## config.mk

```make
export PLATFORM = sky130hd
export DESIGN_NAME = ram4_scan_flat
export DESIGN_NICKNAME = d
export VERILOG_FILES = /design/src/rtl/ram4_scan_if.sv /design/src/rtl/ram4_scan.sv /design/src/flat_wrapper.sv
export SDC_FILE = /design/constraint.sdc
export NUM_CORES = 1
export LEC_CHECK = 0
export BUFFER_PORTS_ARGS = -buffer_cell sky130_fd_sc_hd__buf_2
export CAP_MARGIN = 20
export CORE_ASPECT_RATIO = 0.5
export CORE_MARGIN = 4
export CORE_UTILIZATION = 40
export CTS_BUF_LIST = sky130_fd_sc_hd__clkbuf_16
export DETAILED_ROUTE_END_ITERATION = 12
export HOLD_SLACK_MARGIN = 0.03
export PLACE_DENSITY = 0.64
export SLEW_MARGIN = 15
export SYNTH_ARGS = -nofsm -noshare
export SYNTH_HDL_FRONTEND = slang
export SYNTH_SLANG_ARGS = --single-unit
```

## constraint.sdc

```tcl
create_clock -name clock -period 1.7 [get_ports clock]
set_input_delay 0.085 -clock clock [delete_from_list [all_inputs] [get_ports clock]]
set_output_delay 0.085 -clock clock [all_outputs]
set_load 0.02 [all_outputs]
```

## src/rtl/ram4_scan_if.sv

```systemverilog
// ram4_scan_if: bus bundle between a ram4_scan bank and its user.
//   master modport : the user. It drives the write data, load, address,
//                    scan_en, scan_ready and (optionally) clear. It reads
//                    d0..d3, sel and the scan status.
//   slave modport  : the ram4_scan bank. The directions are the reverse of
//                    the master modport.
// Optional macro RAM4_SCAN_CLEAR_EN adds the 'clear' signal.
//
// Handshake: a scan beat is transferred on every rising clock edge where
// scan_valid && scan_ready. While scan_ready is low, the slave holds
// scan_valid and sel stable.
interface ram4_scan_if #(
  parameter int WIDTH = 16
);
  logic [WIDTH-1:0] in;
  logic             load;
  logic [1:0]       address;
  logic             scan_en;
  logic             scan_ready;
`ifdef RAM4_SCAN_CLEAR_EN
  logic             clear;
`endif
  logic [WIDTH-1:0] d0;
  logic [WIDTH-1:0] d1;
  logic [WIDTH-1:0] d2;
  logic [WIDTH-1:0] d3;
  logic [1:0]       sel;
  logic             scan_valid;
  logic             scan_last;
  logic             scan_done;

  modport master (
    output in, load, address, scan_en, scan_ready,
`ifdef RAM4_SCAN_CLEAR_EN
    output clear,
`endif
    input  d0, d1, d2, d3, sel, scan_valid, scan_last, scan_done
  );

  modport slave (
    input  in, load, address, scan_en, scan_ready,
`ifdef RAM4_SCAN_CLEAR_EN
    input  clear,
`endif
    output d0, d1, d2, d3, sel, scan_valid, scan_last, scan_done
  );
endinterface

```

## src/rtl/ram4_scan.sv

```systemverilog
// ram4_scan: a 4-word register bank that feeds a 4-way mux. It drives the
// mux data inputs d0..d3 and the mux select 'sel'.
//   clock    : rising-edge clock
//   reset_n  : asynchronous active-low reset
//   bus      : ram4_scan_if.slave. It carries these signals:
//                in, load, address  the write port, captured at the clock rise
//                scan_en, scan_ready  scan request and downstream accept
//                d0..d3               the stored words, with no pipeline stage
//                sel                  the registered mux select
//                scan_valid, scan_last, scan_done  the scan status
//   state_o  : the FSM state, for debug (0=IDLE, 1=SCAN, 2=DONE)
// Parameters:
//   WIDTH     : word width
//   SCAN_WRAP : 1 = the scan restarts at word 0 after word 3 while scan_en
//               stays high
// Optional macro RAM4_SCAN_CLEAR_EN: bus.clear zeroes all words. Clear has
// priority over load.
module ram4_scan #(
  parameter int WIDTH     = 16,
  parameter bit SCAN_WRAP = 1'b0
) (
  input  logic           clock,
  input  logic           reset_n,
  ram4_scan_if.slave     bus,
  output logic [1:0]     state_o
);

  typedef enum logic [1:0] {
    IDLE = 2'd0,
    SCAN = 2'd1,
    DONE = 2'd2
  } state_e;

  state_e           state_q, state_d;
  logic [1:0]       sel_q, sel_d;
  logic             valid_q, valid_d;
  logic             done_q, done_d;
  logic             scan_en_q;
  logic [WIDTH-1:0] word_q [4];
  logic [WIDTH-1:0] word_d [4];

  // Storage next state.
  always_comb begin
    for (int i = 0; i < 4; i++) word_d[i] = word_q[i];
`ifdef RAM4_SCAN_CLEAR_EN
    if (bus.clear) begin
      for (int i = 0; i < 4; i++) word_d[i] = '0;
    end else if (bus.load) begin
      word_d[bus.address] = bus.in;
    end
`else
    if (bus.load) begin
      word_d[bus.address] = bus.in;
    end
`endif
  end

  // FSM next state and registered outputs.
  always_comb begin
    state_d = state_q;
    sel_d   = sel_q;
    valid_d = valid_q;
    done_d  = 1'b0;
    case (state_q)
      IDLE: begin
        sel_d   = bus.address;
        valid_d = 1'b0;
        // Start only on a rising scan_en. This stops a scan_en that stays
        // high after DONE from starting a new scan.
        if (bus.scan_en && !scan_en_q) begin
          state_d = SCAN;
          sel_d   = 2'd0;
          valid_d = 1'b1;
        end
      end
      SCAN: begin
        if (!bus.scan_en) begin
          // An abort has priority over a beat accepted on the same edge.
          state_d = IDLE;
          valid_d = 1'b0;
          sel_d   = bus.address;
        end else if (valid_q && bus.scan_ready) begin
          if (sel_q != 2'd3) begin
            sel_d = sel_q + 2'd1;
          end else if (SCAN_WRAP) begin
            sel_d = 2'd0;
          end else begin
            state_d = DONE;
            valid_d = 1'b0;
            done_d  = 1'b1;
          end
        end
      end
      DONE: begin
        state_d = IDLE;
        valid_d = 1'b0;
      end
      default: begin
        state_d = IDLE;
        valid_d = 1'b0;
      end
    endcase
  end

  always_ff @(posedge clock or negedge reset_n) begin
    if (!reset_n) begin
      state_q   <= IDLE;
      sel_q     <= 2'd0;
      valid_q   <= 1'b0;
      done_q    <= 1'b0;
      scan_en_q <= 1'b0;
      for (int i = 0; i < 4; i++) word_q[i] <= '0;
    end else begin
      state_q   <= state_d;
      sel_q     <= sel_d;
      valid_q   <= valid_d;
      done_q    <= done_d;
      scan_en_q <= bus.scan_en;
      for (int i = 0; i < 4; i++) word_q[i] <= word_d[i];
    end
  end

  assign bus.d0         = word_q[0];
  assign bus.d1         = word_q[1];
  assign bus.d2         = word_q[2];
  assign bus.d3         = word_q[3];
  assign bus.sel        = sel_q;
  assign bus.scan_valid = valid_q;
  assign bus.scan_last  = valid_q && (sel_q == 2'd3);
  assign bus.scan_done  = done_q;
  assign state_o        = state_q;

endmodule

```

## src/flat_wrapper.sv

```systemverilog
// flat-port wrapper written by rule: the top's interface ports become plain ports
module ram4_scan_flat 
#(
  parameter int WIDTH     = 16,
  parameter bit SCAN_WRAP = 1'b0
)
  (clock, reset_n, state_o, bus_in, bus_load, bus_address, bus_scan_en, bus_scan_ready, bus_d0, bus_d1, bus_d2, bus_d3, bus_sel, bus_scan_valid, bus_scan_last, bus_scan_done);
  ram4_scan_if #(.WIDTH(WIDTH)) bus_i ();
  input  logic clock;
  input  logic reset_n;
  output logic [1:0] state_o;
  input wire logic [$bits(bus_i.in)-1:0] bus_in;
  input wire logic [$bits(bus_i.load)-1:0] bus_load;
  input wire logic [$bits(bus_i.address)-1:0] bus_address;
  input wire logic [$bits(bus_i.scan_en)-1:0] bus_scan_en;
  input wire logic [$bits(bus_i.scan_ready)-1:0] bus_scan_ready;
  output wire logic [$bits(bus_i.d0)-1:0] bus_d0;
  output wire logic [$bits(bus_i.d1)-1:0] bus_d1;
  output wire logic [$bits(bus_i.d2)-1:0] bus_d2;
  output wire logic [$bits(bus_i.d3)-1:0] bus_d3;
  output wire logic [$bits(bus_i.sel)-1:0] bus_sel;
  output wire logic [$bits(bus_i.scan_valid)-1:0] bus_scan_valid;
  output wire logic [$bits(bus_i.scan_last)-1:0] bus_scan_last;
  output wire logic [$bits(bus_i.scan_done)-1:0] bus_scan_done;
  assign bus_i.in = bus_in;
  assign bus_i.load = bus_load;
  assign bus_i.address = bus_address;
  assign bus_i.scan_en = bus_scan_en;
  assign bus_i.scan_ready = bus_scan_ready;
  assign bus_d0 = bus_i.d0;
  assign bus_d1 = bus_i.d1;
  assign bus_d2 = bus_i.d2;
  assign bus_d3 = bus_i.d3;
  assign bus_sel = bus_i.sel;
  assign bus_scan_valid = bus_i.scan_valid;
  assign bus_scan_last = bus_i.scan_last;
  assign bus_scan_done = bus_i.scan_done;
  ram4_scan #(.WIDTH(WIDTH), .SCAN_WRAP(SCAN_WRAP)) u_core (.clock(clock), .reset_n(reset_n), .bus(bus_i), .state_o(state_o));
endmodule
```

==> flow_metrics.py <==
metrics = {
    "timing": {
        "fin_crit_ns": 1.55,
        "tns_ns": 0,
        "fmax_ghz": 0.645,
        "rsz0062_at_grt": "no",
        "setup_viol": 0,
        "worst_clock_skew_ns": 0.000873,
        "hold_viol": 0,
        "tightest_slew_ns": 0.547,
        "layout_setup_ws_ns": 0.151,
        "period_share_pct": 91.1,
        "max_slew_margin_pct": 63.5,
        "final_max_slew_viol_count": 0,
    },
    "floorplanning": {
        "pin_count": 94,
        "dieWidth_um": 127,
        "dieArea_um2": 8580,
        "core_um2": 6780,
        "start_util_pct": 41.8,
        "die_y_um": 67.5,
        "num_rows": 21,
    },
    "place": {
        "dpl_cell_area_um2": 3420,
        "numPortBuffers": 93,
        "dp.cells": 357,
        "dp_slack_ns": 0.160,
        "hpwl_um": 4360,
        "gp_routability_congestion": 0.821,
    },
    "drt": {
        "routedWlPerCell_um": 15.9,
        "wl_met2_um": 3120,
        "first_pass_iters": 5,
        "antenna_left": 0,
        "drc": 0,
        "vias": 1842,
        "viasPerCell": 4.78,
        "wl_met3_um": 349,
        "drt_iter0_drc": 78,
        "wl_met1_um": 2580,
        "routed_wl_um": 6130,
        "dr.max_layer_used": "met4",
    },
    "power_and_ir_drop": {
        "power.density_nw_per_um2": 1310,
        "switchingPower_uw": 1500,
        "power_frac_seq_pct": 43.4,
        "netSwitchingFraction_pct": 30.0,
        "intPower_uw": 3480,
        "p_leak_uw": 0.00184,
        "power_frac_clock_pct": 32.0,
        "irDropWorstVdd_mv": 0.758,
        "p_comb_share_pct": 24.6,
    },
    "synth": {
        "synth-xor-area-share_pct": 0,
        "synth_top_area_share_pct": 62.7,
        "synth_compound_area_share_pct": 1.81,
        "yosysUniqueCellTypes": 26,
        "synthCells": 175,
        "yosys.area_share.adder_pct": 0.883,
        "synth_nets": 200,
        "synth_top_family_by_area": "multiplexers",
        "synth_area_um2": 2830,
        "synth.area.mux_share_pct": 27.2,
        "syn_avg_cell_area_um2": 16.2,
        "synthSimpleGateAreaFrac_pct": 5.47,
        "synth_largest_area_cell": "dfrtp_1",
        "synth-seq-area-share_pct": 62.7,
        "ys_seq_elements": 71,
        "yosys-top-cells-area": "dfrtp_1, mux2_2, mux2_4",
        "yosysWarnings": 0,
    },
    "run_status": {
        "outcome": "complete, no violations",
    },
    "layout": {
        "fin_nets": 313,
        "layout-drive-gt1-share_pct": 60.8,
        "final_util_pct": 56.0,
        "diodes": 0,
        "area_growth_pct": 34.0,
        "fillCellCount": 566,
        "instances_no_fill": 385,
        "postLayoutCellArea_um2": 3800,
    },
    "global_route": {
        "grt_overflow_total": 0,
        "antenna_found_initial": 0,
        "grt_util_all_layers_pct": 15.3,
        "grt_max_degree": 27,
        "first_global_vias": 1947,
        "grt_pass1_wl_um": 9920,
    },
    "clock_network": {
        "cts_root_buf": "clkbuf_16",
        "postCtsSetupRepairBufs": 0,
        "cts_resized": 0,
        "cts_tree": "built",
        "holdBufCountCts": 12,
        "insertion_delay_ns": 0.32,
        "cts_sinks": 71,
        "cts_buffers": 9,
        "htree_levels": 3,
        "clockBufferDepth": 2,
        "clk_pin_slew_ns": 0.05,
    },
    "setup_path": {
        "cp.required_ns": 1.90,
        "startpoint_type": "flip-flop",
        "cp_max_fo": 6,
        "cp-end-kind": "flip-flop",
        "critPathArrivalTime_ns": 1.75,
        "crit_type": "reg -> reg",
    },
    "hold_path": {
        "hp-class": "in -> reg",
    },
    "job": {
        "max-cap-violations": 0,
    },
}
routing by layer:
layer	up-vias	global-route usage, %
met5	-	0
met4	0	6.15
met3	12	4.74
met2	46	25.8
met1	935	18.9
li1	849	-
power by group through the flow:
| stage | clock, uW | combinational [uW] | sequential [uW] |
|---|---|---|---|
| finish | 1590 | 1220 | 2160 |
| global route | 1720 | 1320 | 2200 |
| CTS | 1630 | 1250 | 2170 |
| detailed placement | 0 | 1230 | 2190 |
| global placement | 0 | 1200 | 2170 |
| floorplan | 0 | 371 | 2550 |
path summary, 6_finish.rpt:
kind | startpoint | to | slack (ns) | depth (start not counted)
setup / recovery | u_core.bus.sel[0] | u_core.bus.sel[1] | 0.15 | 4
hold reg to reg | u_core.bus.d2[2] | u_core.bus.d2[2] | 0.50 | 1
setup reg to reg | u_core.bus.sel[0] | u_core.bus.sel[1] | 0.15 | 4
min in group asynchronous | reset_n | u_core.bus.sel[1] | 0.28 | 2
hold / removal | bus_in[4] | u_core.bus.d3[4] | 0.04 | 2
max in group asynchronous | reset_n | u_core.bus.d3[6] | 0.90 | 3
cell usage in the layout (no fill, tap or decap):
cell / instances
buf_2: 93
dfrtp_1: 71
mux2_2: 55
dlygate4sd3_1: 12
mux2_4: 10
clkbuf_16: 9
nor2_1: 5
clkinv_1: 4
nand3b_1: 3
clkinv_2: 3
inv_1: 2
nand3_2: 2
nand2_1: 2
nand2b_1: 2
a31oi_1: 2
ha_1: 2
buf_4: 2
buf_12: 2
and2_1: 1
nand3_1: 1
nand3b_4: 1
nor3b_4: 1
nor2b_1: 1
nand4b_1: 1
o211ai_1: 1
o221ai_1: 1
and3b_1: 1
a311oi_1: 1
o2bb2ai_1: 1
a21oi_1: 1
per-stage QoR:
step	hold WS (ns)	total power (uW)
after floorplan	-0.211	2920
after global placement	0.0853	3370
after detailed placement	0.100	3410
after CTS	0.0301	5050
after global routing	0.0356	5240
final	0.0361	4980
registers in the layout, indices dropped and copies added (netlist names):
| register | flops |
|---|---|
| u_core.scan_en_q | 1 |
| u_core.bus.d2 | 16 |
| u_core.bus.d0 | 16 |
| u_core.state_o | 2 |
| u_core.bus.d3 | 16 |
| u_core.bus.scan_done | 1 |
| u_core.bus.scan_valid | 1 |
| u_core.bus.sel | 2 |
| u_core.bus.d1 | 16 |
cells by family after synthesis:
| logic type | count (synthesis) |
|---|---|
| flops | 71 |
| mux | 65 |
| simple gates | 21 |
| buf+inv | 9 |
| compound gates | 7 |
| fa+ha+maj | 2 |
critical path, stage by stage (launching register included):
cell	delay, ns
dfrtp_1	0.43
ha_1	0.22
nand3b_1	0.18
a31oi_1	0.24
mux2_2	0.37
cell type report:
| class | count | area, um2 | share of cell area [%] |
|---|---|---|---|
| timing repair buffer | 109 | 641 | 16.9 |
| tap | 92 | 115 | 3.03 |
| multi-input combinational | 95 | 1000 | 26.4 |
| clock buffer | 9 | 225 | 5.93 |
| clock inverter | 7 | 30.0 | 0.791 |
| inverter | 2 | 7.51 | 0.198 |
| sequential | 71 | 1780 | 46.8 |
Yosys cell counts, drive strengths merged:
cell type  number
a311oi          1
a21oi           1
o2bb2ai         1
a31oi           2
mux2           65
clkbuf          1
nand4b          1
and2            1
nor3b           1
nor2b           1
buf             6
inv             2
nor2            5
nand3b          4
dfrtp          71
nand2           2
o211ai          1
nand3           3
o221ai          1
and3b           1
ha              2
nand2b          2
No activity file was read; power rests on OpenSTA's default activity.
